[config.mk]
export PLATFORM = sky130hd
export DESIGN_NAME = vec_wb_stage
export DESIGN_NICKNAME = d
export VERILOG_FILES = /design/src/rtl/vec_pkg.sv /design/src/rtl/vec_skid_fifo.sv /design/src/rtl/vec_wb_stage.sv
export SDC_FILE = /design/constraint.sdc
export NUM_CORES = 1
export LEC_CHECK = 0
export CAP_MARGIN = 10
export CORE_MARGIN = 1
export CORE_UTILIZATION = 40
export CTS_CLUSTER_SIZE = 16
export DETAILED_ROUTE_END_ITERATION = 8
export PLACE_DENSITY = 0.67
export SYNTH_ARGS = -nofsm -noshare
export SYNTH_HDL_FRONTEND = slang
export SYNTH_HIERARCHICAL = 1
export SYNTH_SLANG_ARGS = --single-unit
[constraint.sdc]
create_clock -name clk -period 20.3 [get_ports clk]
set_input_delay 4.06 -clock clk [delete_from_list [all_inputs] [get_ports clk]]
set_output_delay 4.06 -clock clk [all_outputs]
set_load 0.02 [all_outputs]
[src/rtl/vec_pkg.sv]
// Shared constants and types for the vector writeback stage.
package vec_pkg;

  localparam int unsigned N  = 24;
  localparam int unsigned M  = 6;
  localparam int unsigned RW = 5;

  localparam logic [3:0] SEL_SIN = 4'd8;
  localparam logic [3:0] SEL_COS = 4'd9;

  typedef struct packed {
    logic [RW-1:0]  rd;
    logic [M*N-1:0] data;
  } wb_entry_t;

  typedef enum logic {
    S_IDLE,
    S_ROM
  } wb_state_t;

  function automatic logic is_trig(input logic [3:0] sel);
    return (sel == SEL_SIN) || (sel == SEL_COS);
  endfunction

endpackage

[src/rtl/vec_skid_fifo.sv]
// Two-entry shifting FIFO of writeback entries; slot 0 is always the head.
// With VEC_WB_FWD_EN defined the second slot is exported for bypass.
module vec_skid_fifo
  import vec_pkg::*;
(
  input  logic      clk,
  input  logic      rst,
  input  logic      push_i,
  input  logic      pop_i,
  input  wb_entry_t push_entry_i,
  output logic [1:0] count_o,
  output wb_entry_t head_o
`ifdef VEC_WB_FWD_EN
  ,
  output wb_entry_t tail_o
`endif
);

  wb_entry_t  slot0_q, slot0_d;
  wb_entry_t  slot1_q, slot1_d;
  logic [1:0] count_q, count_d;
  logic       pop_en;
  logic       push_en;

  always_comb begin
    slot0_d = slot0_q;
    slot1_d = slot1_q;
    pop_en  = pop_i && (count_q != 2'd0);
    push_en = push_i && ((count_q != 2'd2) || pop_en);

    if (pop_en && (count_q == 2'd2)) begin
      slot0_d = slot1_q;
    end
    // Slot 0 is left untouched on the last pop so the head holds its value.
    if (push_en) begin
      if ((count_q == 2'd0) || (pop_en && (count_q == 2'd1))) begin
        slot0_d = push_entry_i;
      end else begin
        slot1_d = push_entry_i;
      end
    end

    count_d = count_q + {1'b0, push_en} - {1'b0, pop_en};
  end

  always_ff @(posedge clk or posedge rst) begin
    if (rst) begin
      slot0_q <= '0;
      slot1_q <= '0;
      count_q <= 2'd0;
    end else begin
      slot0_q <= slot0_d;
      slot1_q <= slot1_d;
      count_q <= count_d;
    end
  end

  assign count_o = count_q;
  assign head_o  = slot0_q;
`ifdef VEC_WB_FWD_EN
  assign tail_o  = slot1_q;
`endif

endmodule

[src/rtl/vec_wb_stage.sv]
// Execute-to-writeback stage: aligns the ROM cycle of sin/cos ops and buffers results.
// Optional macro VEC_WB_FWD_EN exports both FIFO entries for operand bypass.
module vec_wb_stage
  import vec_pkg::*;
(
  input  logic                clk,
  input  logic                rst,
  input  logic                ex_valid,
  output logic                ex_ready,
  input  logic [3:0]          ex_select,
  input  logic [RW-1:0]       ex_rd,
  input  logic                ex_we,
  input  logic [M*N-1:0]      ex_result,
  output logic                wb_valid,
  input  logic                wb_ready,
  output logic [RW-1:0]       wb_rd,
  output logic [M*N-1:0]      wb_data
`ifdef VEC_WB_FWD_EN
  ,
  output logic [1:0]          fwd_valid,
  output logic [2*RW-1:0]     fwd_rd,
  output logic [2*M*N-1:0]    fwd_data
`endif
);

  wb_state_t     state_q, state_d;
  logic [RW-1:0] rom_rd_q, rom_rd_d;
  logic [1:0]    count;
  logic          push;
  wb_entry_t     push_entry;
  wb_entry_t     head;
`ifdef VEC_WB_FWD_EN
  wb_entry_t     tail;
`endif

  always_ff @(posedge clk or posedge rst) begin
    if (rst) begin
      state_q  <= S_IDLE;
      rom_rd_q <= '0;
    end else begin
      state_q  <= state_d;
      rom_rd_q <= rom_rd_d;
    end
  end

  always_comb begin
    state_d  = state_q;
    rom_rd_d = rom_rd_q;
    unique case (state_q)
      S_IDLE: begin
        if (ex_valid && ex_ready && ex_we && is_trig(ex_select)) begin
          state_d  = S_ROM;
          rom_rd_d = ex_rd;
        end
      end
      S_ROM:   state_d = S_IDLE;
      default: state_d = S_IDLE;
    endcase
  end

  // A trig op is only accepted with count<2 and nothing else enters during S_ROM,
  // so its slot is guaranteed free when the ROM data arrives.
  always_comb begin
    ex_ready         = (state_q == S_IDLE) && (count != 2'd2);
    push             = 1'b0;
    push_entry.rd    = ex_rd;
    push_entry.data  = ex_result;
    unique case (state_q)
      S_IDLE: push = ex_valid && ex_ready && ex_we && !is_trig(ex_select);
      S_ROM: begin
        push          = 1'b1;
        push_entry.rd = rom_rd_q;
      end
      default: push = 1'b0;
    endcase
  end

  vec_skid_fifo u_fifo (
    .clk          (clk),
    .rst          (rst),
    .push_i       (push),
    .pop_i        (wb_ready),
    .push_entry_i (push_entry),
    .count_o      (count),
    .head_o       (head)
`ifdef VEC_WB_FWD_EN
    ,
    .tail_o       (tail)
`endif
  );

  assign wb_valid = (count != 2'd0);
  assign wb_rd    = head.rd;
  assign wb_data  = head.data;

`ifdef VEC_WB_FWD_EN
  assign fwd_valid = {count == 2'd2, count != 2'd0};
  assign fwd_rd    = {tail.rd, head.rd};
  assign fwd_data  = {tail.data, head.data};
`endif

endmodule

==> results of run 1 <==
## power groups by stage
stage	clock network (uW)	registers, uW	logic, uW
2_1_floorplan	0	1240	684
3_3_place_gp	0	1060	1300
3_5_place_dp	0	1080	1320
4_1_cts	639	1070	1320
5_1_grt	661	1110	1390
6_report	614	1070	1310
## per-stage QoR
| step | total power, uW | utilization [%] | setup WS (ns) |
|---|---|---|---|
| after floorplan | 1920 | - | 7.95 |
| after global placement | 2360 | 50.9 | 12.62 |
| after detailed placement | 2400 | 50.9 | 12.57 |
| after CTS | 3030 | 54.2 | 13.14 |
| after global routing | 3160 | 54.2 | 13.04 |
| final | 2990 | 54.2 | 13.16 |
## critical path, cell delays in order
cell and delay [ns]:
sky130_fd_sc_hd__clkdlybuf4s50_1 0.45, sky130_fd_sc_hd__or3b_4 0.40, sky130_fd_sc_hd__a41o_1 0.34, sky130_fd_sc_hd__or3b_4 0.89
sky130_fd_sc_hd__buf_4 0.90, sky130_fd_sc_hd__mux2_2 0.41
## final cells by class
cell class	instances	area (um2)
fill	2782	15400
sequential	306	7660
multi-input combinational	477	5730
timing repair buffer	316	3140
clock buffer	53	1070
tap	448	561
clock inverter	5	52.6
inverter	2	15.0
## worst min-delay path by stage
| stage | end | slack (ns) | cells after the start |
|---|---|---|---|
| floorplan | u_fifo/slot1_q[137] | 0.47 | 1 |
| global placement | u_fifo/slot1_q[146] | 0.48 | 1 |
| detailed placement | u_fifo/slot1_q[143] | 0.49 | 1 |
| CTS | u_fifo/slot1_q[143] | 0.50 | 1 |
| global route | u_fifo/slot1_q[67] | 0.51 | 1 |
| finish | u_fifo/slot1_q[81] | 0.50 | 1 |
## registers in the layout (all words and copies together), names as in the netlist
signal	count
rom_rd_q	5
u_fifo/head_o	149
u_fifo/count_o	2
u_fifo/slot1_q	149
state_q	1
## layout by cell type (no fill, tap or decap), types with 3 or more instances in the layout
cell | Yosys | layout
sky130_fd_sc_hd__clkdlybuf4s50_1 | 0 | 307
sky130_fd_sc_hd__clkinv_2 | 0 | 3
sky130_fd_sc_hd__clkbuf_1 | 3 | 8
sky130_fd_sc_hd__mux2_4 | 110 | 110
sky130_fd_sc_hd__buf_4 | 1 | 9
sky130_fd_sc_hd__mux2_2 | 337 | 337
sky130_fd_sc_hd__mux2_1 | 10 | 10
sky130_fd_sc_hd__clkbuf_8 | 0 | 8
sky130_fd_sc_hd__dfrtp_1 | 306 | 306
sky130_fd_sc_hd__clkbuf_16 | 0 | 37
## per-layer routing
| metal | vias up | GRT usage, % | share of wire, % |
|---|---|---|---|
| li1 | 3609 | - | - |
| met1 | 3995 | 21.3 | 42 |
| met2 | 207 | 28.4 | 49 |
| met3 | 47 | 5.23 | 6.9 |
| met4 | 0 | 5.36 | 2.3 |
| met5 | - | 0 | 0 |
## kinds of logic after synthesis
family          after synthesis  share of synthesized area [%]
flops                       306                           55.9
mux                         457                           40.6
compound gates                5                          0.219
xor+xnor                      1                         0.0640
buf+inv                      52                           2.39
fa+ha+maj                     1                         0.0913
simple gates                 13                          0.740
==> results.txt, run 1 <==
The post-route setup TNS is 0 ns. The routed layout has 7858 vias. The power per standard cell area was 164 nW/um2; the netlist area before placement was 13700 um2.

Dividing the detail-routed via count by the number of cells gives 4.89. In this run, CTS created clock tree buffers numbering 36. The number of setup buffers added after CTS is 0. Data on the critical path is required at its endpoint by 20.70 ns. The worst setup path is launched from an input pin. The worst hold path begins at u_fifo/slot1_q[81]. The number of gates resized after CTS was 0. The detailed placement HPWL was 18800 um; the width of the chip was 187 um. TritonCTS built the clock tree. The die covers 35000 um2. The run gives 3 as the largest buffer count on any clock path. After floorplanning, the core was sized to cover 33600 um2.

In the synthesized netlist the async set-or-reset flop fraction comes to 100%. The average routed wire per standard cell came out at 18.3 um. After clock tree synthesis, the clock-pin slew on the worst setup and hold paths is 0.05 ns. In this run the worst path has a maximum fanout of 61.

The tools report the share of total power in combinational logic as 43.7%. After synthesis, the most frequently instantiated cells are sky130_fd_sc_hd__mux2_2 (337), sky130_fd_sc_hd__dfrtp_1 (306), sky130_fd_sc_hd__mux2_4 (110), sky130_fd_sc_hd__buf_2 (31), sky130_fd_sc_hd__buf_6 (12). The initialized floorplan defines 67 standard-cell rows.

In this run the number of H-tree levels came out at 2. The source of the critical timing path was ex_select[3]. After synthesis, the netlist uses 27 different library cells. Of the cells placed in the final design, the portion with a size suffix greater than 1 is 44.2%. The die is 187 um tall. The reg-to-reg setup timing slack came out at 16.70 ns.

For the area after detailed placement, the log shows 17100 um2. The type of the worst min-delay path was reg -> reg. The number of antenna violations at the first check in global routing is 0, and the cell-internal power is 2090 uW. Input and output buffers added on the ports amount to 307. The tools report the number of remaining DRC errors as 0. The tools report the critical path data arrival time as 7.54 ns.

Relative to the synthesized area, the layout overhead comes to 33.0%. Setup repair after global routing left no endpoint under its margin. The average cell area after synthesis was 16.4 um2. Post-synthesis cell type with the largest combined area: sky130_fd_sc_hd__dfrtp_1. The first global-routing pass estimated 48000 um of wire. The net switching power came out at 899 uW. The worst-skew pair later-pin latency came out at 0.51 ns. The number of antenna diodes in the final layout is 0. The via count of the first global-routing pass came out at 8589. Entering global routing, the biggest net connects 123 pins. The worst path needs 7.14 ns of the cycle, external delays included.

The logs give 1607 for the final standard cell count with taps included and fillers excluded and 0.00789 ns for the worst clock skew. The tools report the timing-limited maximum frequency as 140 MHz. For this block, the initial DRC count from the detailed router was 270.

Before antenna repair, the detailed router went through 4 iterations. The leading cell type by number of instances after synthesis was sky130_fd_sc_hd__mux2_2. The final hold slack was 0.495 ns. In this run the remaining antenna-violating nets after routing total 0.

The switching share of power is 30.0%, and the number of primary I/O pins is 309. After the last flow step, the layout net total stands at 1298. The number of warnings printed during yosys synthesis came out at 6. Endpoint class of the critical path: a flop. The number of setup violations in the final report is 0, and the total routing resource utilization after global routing is 17.1%. The worst pin sits at a relative slew slack of 29.5%.

Sequential cells account for 35.7% of the total power. Global routing finished with a remaining overflow of 0. Counting cells, the worst reg-to-reg path comes to 6. Once the floorplan was initialized, standard cells occupied 40.7% of the core. Counting flops with a built-in enable in the synthesized netlist gives 0. The startpoint of the worst register-to-register path is u_fifo/count_o[1]. After detailed routing, the total wire length is 29400 um. Across the VDD grid, the largest voltage drop is 0.0889 mV. The number of storage elements in the synthesis netlist was 306; the part of the Yosys area used for sequential elements was 55.9%. Hold buffer count at cts: 0. For the TritonCTS sink count, the log shows 306. Static leakage: 0.00808 uW. In this run the worst setup path terminates at u_fifo/head_o[14].

The most used flip-flop cell after synthesis was sky130_fd_sc_hd__dfrtp_1. The critical path is of the in -> reg type. The flow ran to the end, and the final reports show no timing, DRC or antenna violations.

The number of hold violations in the final report is 0, and the number of max-cap violations is 0. Counting every net in the synthesized netlist gives 994. The capture point of the worst reg-to-reg path was u_fifo/head_o[14]. After routing the design area is 18200 um2.

After layout, the worst path uses 35.2% of the clock period. For the share of power burned in the clock network, the log shows 20.5%. At the end of routability-driven placement, the weighted congestion stood at 0.720. Sorting the synthesized cells by area gives the leading types as sky130_fd_sc_hd__dfrtp_1 (56%), sky130_fd_sc_hd__mux2_2 (28%), sky130_fd_sc_hd__mux2_4 (12%), sky130_fd_sc_hd__buf_2 (1.1%), sky130_fd_sc_hd__buf_6 (0.99%). Once placement completed, the tool counted placed cells totaling 1549. Synthesis produced a netlist whose cell count is 835. The slew at the pin closest to its max-slew limit is 1.06 ns. The number of max-slew violations in the final report is 0. Of the post-synthesis cell area, the dominant cell type holds 55.9%.

The tools report the cell at the root of the clock tree as sky130_fd_sc_hd__clkbuf_16.
Note: power is estimated with default switching activity, not from simulation.
==> run 2, diff against run 1 <==
--- a/config.mk
+++ b/config.mk
@@ -10,7 +10,7 @@
 export CORE_UTILIZATION = 40
 export CTS_CLUSTER_SIZE = 16
 export DETAILED_ROUTE_END_ITERATION = 8
-export PLACE_DENSITY = 0.67
+export PLACE_DENSITY = 0.69
 export SYNTH_ARGS = -nofsm -noshare
 export SYNTH_HDL_FRONTEND = slang
 export SYNTH_HIERARCHICAL = 1
==> constraint.sdc (replaced) <==
create_clock -name clk -period 5.85 [get_ports clk]
set_input_delay 1.17 -clock clk [delete_from_list [all_inputs] [get_ports clk]]
set_output_delay 1.17 -clock clk [all_outputs]
set_load 0.02 [all_outputs]
==> run 2 against run 1 <==
Compared with the run above:
- first-iteration DRC count is 28% lower
- clock skew is 0.0050 ns higher
- die area stayed put
- hold slack better by 0.0024 ns
- critical endpoint is now u_fifo/head_o[116]
- largest cell class unchanged
- highest routed layer unchanged
==> results.txt, run 2 (same netlist as run 1, synthesis figures left out) <==
The run finished with clean final reports. For hold timing, the worst endpoint is u_fifo/slot1_q[144]. The share of power burned in the clock network is 21.2% (+0.7 points). The endpoint class of the critical path was a flop. The worst setup timing slack at the placement stage is 1.72 ns (-10.85 ns), and the worst slew margin relative to its limit is 34.2% (+4.6 points). For the total routing resource utilization after global routing, the log shows 16.7% (-0.40 points).

The minimum setup slack in the final design was 2.25 ns (-10.90 ns); the number of instances on the worst hold path was 1 (unchanged). The die extent in y works out to 187 um (unchanged). The most prevalent standard cell on the critical path is sky130_fd_sc_hd__or3b_4. Number of nets in the final layout: 1300 (+0.15%). For this run, the top clock speed supported by timing is 278 MHz. The worst reg-to-reg path cell count was 6 (unchanged).

The worst setup path is launched from an input pin. Placer's final routability congestion estimate: 0.760 (+5.5%). The required time of the critical path came out at 6.23 ns (-14.47 ns). For the largest buffer count on any clock path, the log shows 3 (unchanged). The root buffer cell chosen for the clock tree is sky130_fd_sc_hd__clkbuf_16. The run gives 54.7% (+0.49 points) as the final cell utilization of the core. The number of hold violations in the final report is 0 (unchanged), and the width of the chip is 187 um (unchanged).

The average routed wire per standard cell was 17.9 um (-2.1%); the detailed placement HPWL was 18600 um (-1.1%). Maximum level of the CTS H-tree: 2 (unchanged). The final hold slack came out at 0.498 ns (+0.00243 ns).

The logs give 67 (unchanged) for the number of core rows and 0 (unchanged) for the residual antenna-violating net count after detailed routing. The most common cell after layout, fill and taps aside is sky130_fd_sc_hd__mux2_2. From synthesis to final layout, the design area changed by 34.2%.

The tools report the source of the critical timing path as ex_select[3]. The tools report the pin count of the biggest net entering global routing as 151 (+23%). The switching share of power was 29.6% (-0.40 points); the number of max-cap violations was 0 (unchanged).

The capture point of the worst reg-to-reg path is u_fifo/head_o[116]. The final period demand of the worst path came out at 3.60 ns. The share of total power in combinational logic came out at 43.4% (-0.3 points). The run gives 0 (unchanged) as the number of post-CTS setup repair buffers.

For the share of power burned in registers, the log shows 35.4% (-0.3 points). In the layout the commonest cells are sky130_fd_sc_hd__mux2_2 (337), sky130_fd_sc_hd__clkdlybuf4s50_1 (307), sky130_fd_sc_hd__dfrtp_1 (306). The number of primary I/O pins was 309 (unchanged); the critical path data arrival time was 3.97 ns (-3.57 ns).

The peak per-stage delay on the critical path was 0.83 ns (-0.07 ns); the slew at the pin closest to its max-slew limit was 0.988 ns (-0.0697 ns). The total wire length after detailed routing is 28900 um (-1.8%). The number of setup violations in the final report is 0 (unchanged).

In this run the worst hold path is classified as reg -> reg. The tools report the number of remaining DRC errors as 0 (unchanged). The worst-skew pair later-pin latency was 0.50 ns (about the same); the clock-pin slew reported for the worst setup and hold paths after clock tree synthesis was 0.05 ns (about the same).

The effective utilization at floorplan was 40.7% (unchanged); the wire length of the first global-routing pass was 46900 um (-2.3%). The run gives 3110 uW (+250%) as the net switching power. The worst clock skew is 0.0129 ns (+0.00501 ns). For the post-route setup TNS, the log shows 0 ns (unchanged). The detailed-route vias per instance was 4.86 (-0.52%). TritonCTS built the clock tree. Setup repair after global routing left no endpoint under its margin. The number of max-slew violations in the final report was 0 (unchanged).

Among all stages on the critical path, the largest delay is contributed by sky130_fd_sc_hd__or3b_4. The gate family responsible for the most delay along the worst path was simple AND/OR/NAND/NOR gates. Number of antenna violations at the first check in global routing: 0 (unchanged). The tools report the number of DRC violations after detailed-routing iteration 0 as 195 (-28%). The number of buffer and inverter stages on the critical path is 2 (unchanged). For the total congestion overflow after global routing, the log shows 0 (unchanged). The clock buffer count from CTS came out at 36 (unchanged). The via count of the first global-routing pass is 8337 (-2.9%).

The startpoint identified for the worst register-to-register timing path is u_fifo/count_o[1]. The worst hold path begins at u_fifo/slot1_q[144]. The worst-case vdd ir drop was 0.348 mV (+290%). The logs give 306 (unchanged) for the TritonCTS sink count and 35000 um2 (unchanged) for the die area.

The largest fanout of any net on the critical path is 35 (-43%), and the power consumption is 10500 uW (+250%). The final critical path takes up 61.5% of the cycle. The logs give 0.00815 uW (+0.95%) for the static leakage and 0 (unchanged) for the number of resized instances in the post-cts repair step. The power per standard cell area came out at 570 nW/um2 (+250%).

The logs give 0 (unchanged) for the hold buffer count at cts and 0 (unchanged) for the number of diodes added for antenna fixing. The layout cell share with drive strength beyond 1 was 44.3% (+0.12 points); the reg-to-reg setup timing slack was 2.90 ns (-13.80 ns). The core outline area came out at 33600 um2 (unchanged). The signal on the critical path passes through clkdlybuf4s50_1 > or3b_4 > a41o_1 > or3b_4 > buf_4 > mux2_4.

The critical path start-end classification was in -> reg. The quantity of I/O buffers inserted on ports is 307 (unchanged). The tools report the total via count in the routed design as 7846 (-0.15%). The first-pass iteration count of the detailed router is 4 (unchanged). The cell-internal power came out at 7370 uW (+250%).
## run 2: worst max path at each step
stage	depth (start not counted)	to	slack, ns
4_1_cts	6	u_fifo/head_o[116]	2.24
3_5_place_dp	6	u_fifo/head_o[44]	1.72
2_1_floorplan	1	u_fifo/count_o[0]	0.69
3_3_place_gp	6	u_fifo/head_o[108]	1.70
6_report	6	u_fifo/head_o[116]	2.25
5_1_grt	6	u_fifo/head_o[116]	2.18
## run 2: layout make-up
class | instances | area, um2
tap | 448 | 561
multi-input combinational | 477 | 5730
clock inverter | 7 | 110
inverter | 2 | 11.3
timing repair buffer | 318 | 3240
fill | 2804 | 15200
clock buffer | 55 | 1070
sequential | 306 | 7660
## run 2: per-layer routing
metal	up-vias	wire (um)	track usage (%)
met5	-	0	0
met4	0	673	5.04
met3	54	2130	5.33
met2	208	13600	26.9
met1	3953	12500	21.5
li1	3631	-	-
## run 2: stage by stage
step | instances | cell area, um2
global route | 1613 | 18400
global placement | 1551 | 17200
CTS | 1613 | 18400
floorplan | 835 | 13700
finish | 1613 | 18400
detailed placement | 1551 | 17200
## run 2: power by group through the flow
stage / clock (uW) / combinational, uW / sequential, uW
final: 2220 / 4550 / 3710
after CTS: 2310 / 4610 / 3720
after global routing: 2390 / 4820 / 3860
after floorplan: 0 / 2370 / 4300
after global placement: 0 / 4500 / 3690
after detailed placement: 0 / 4590 / 3750
## run 2: worst register-to-register path: cells and delay by family, from the launching register on
kind	cells	cell delay [ns]
mux	1	0.34
simple gates	3	1.25
compound gates	1	0.32
flops	1	0.44
buf+inv	1	0.47
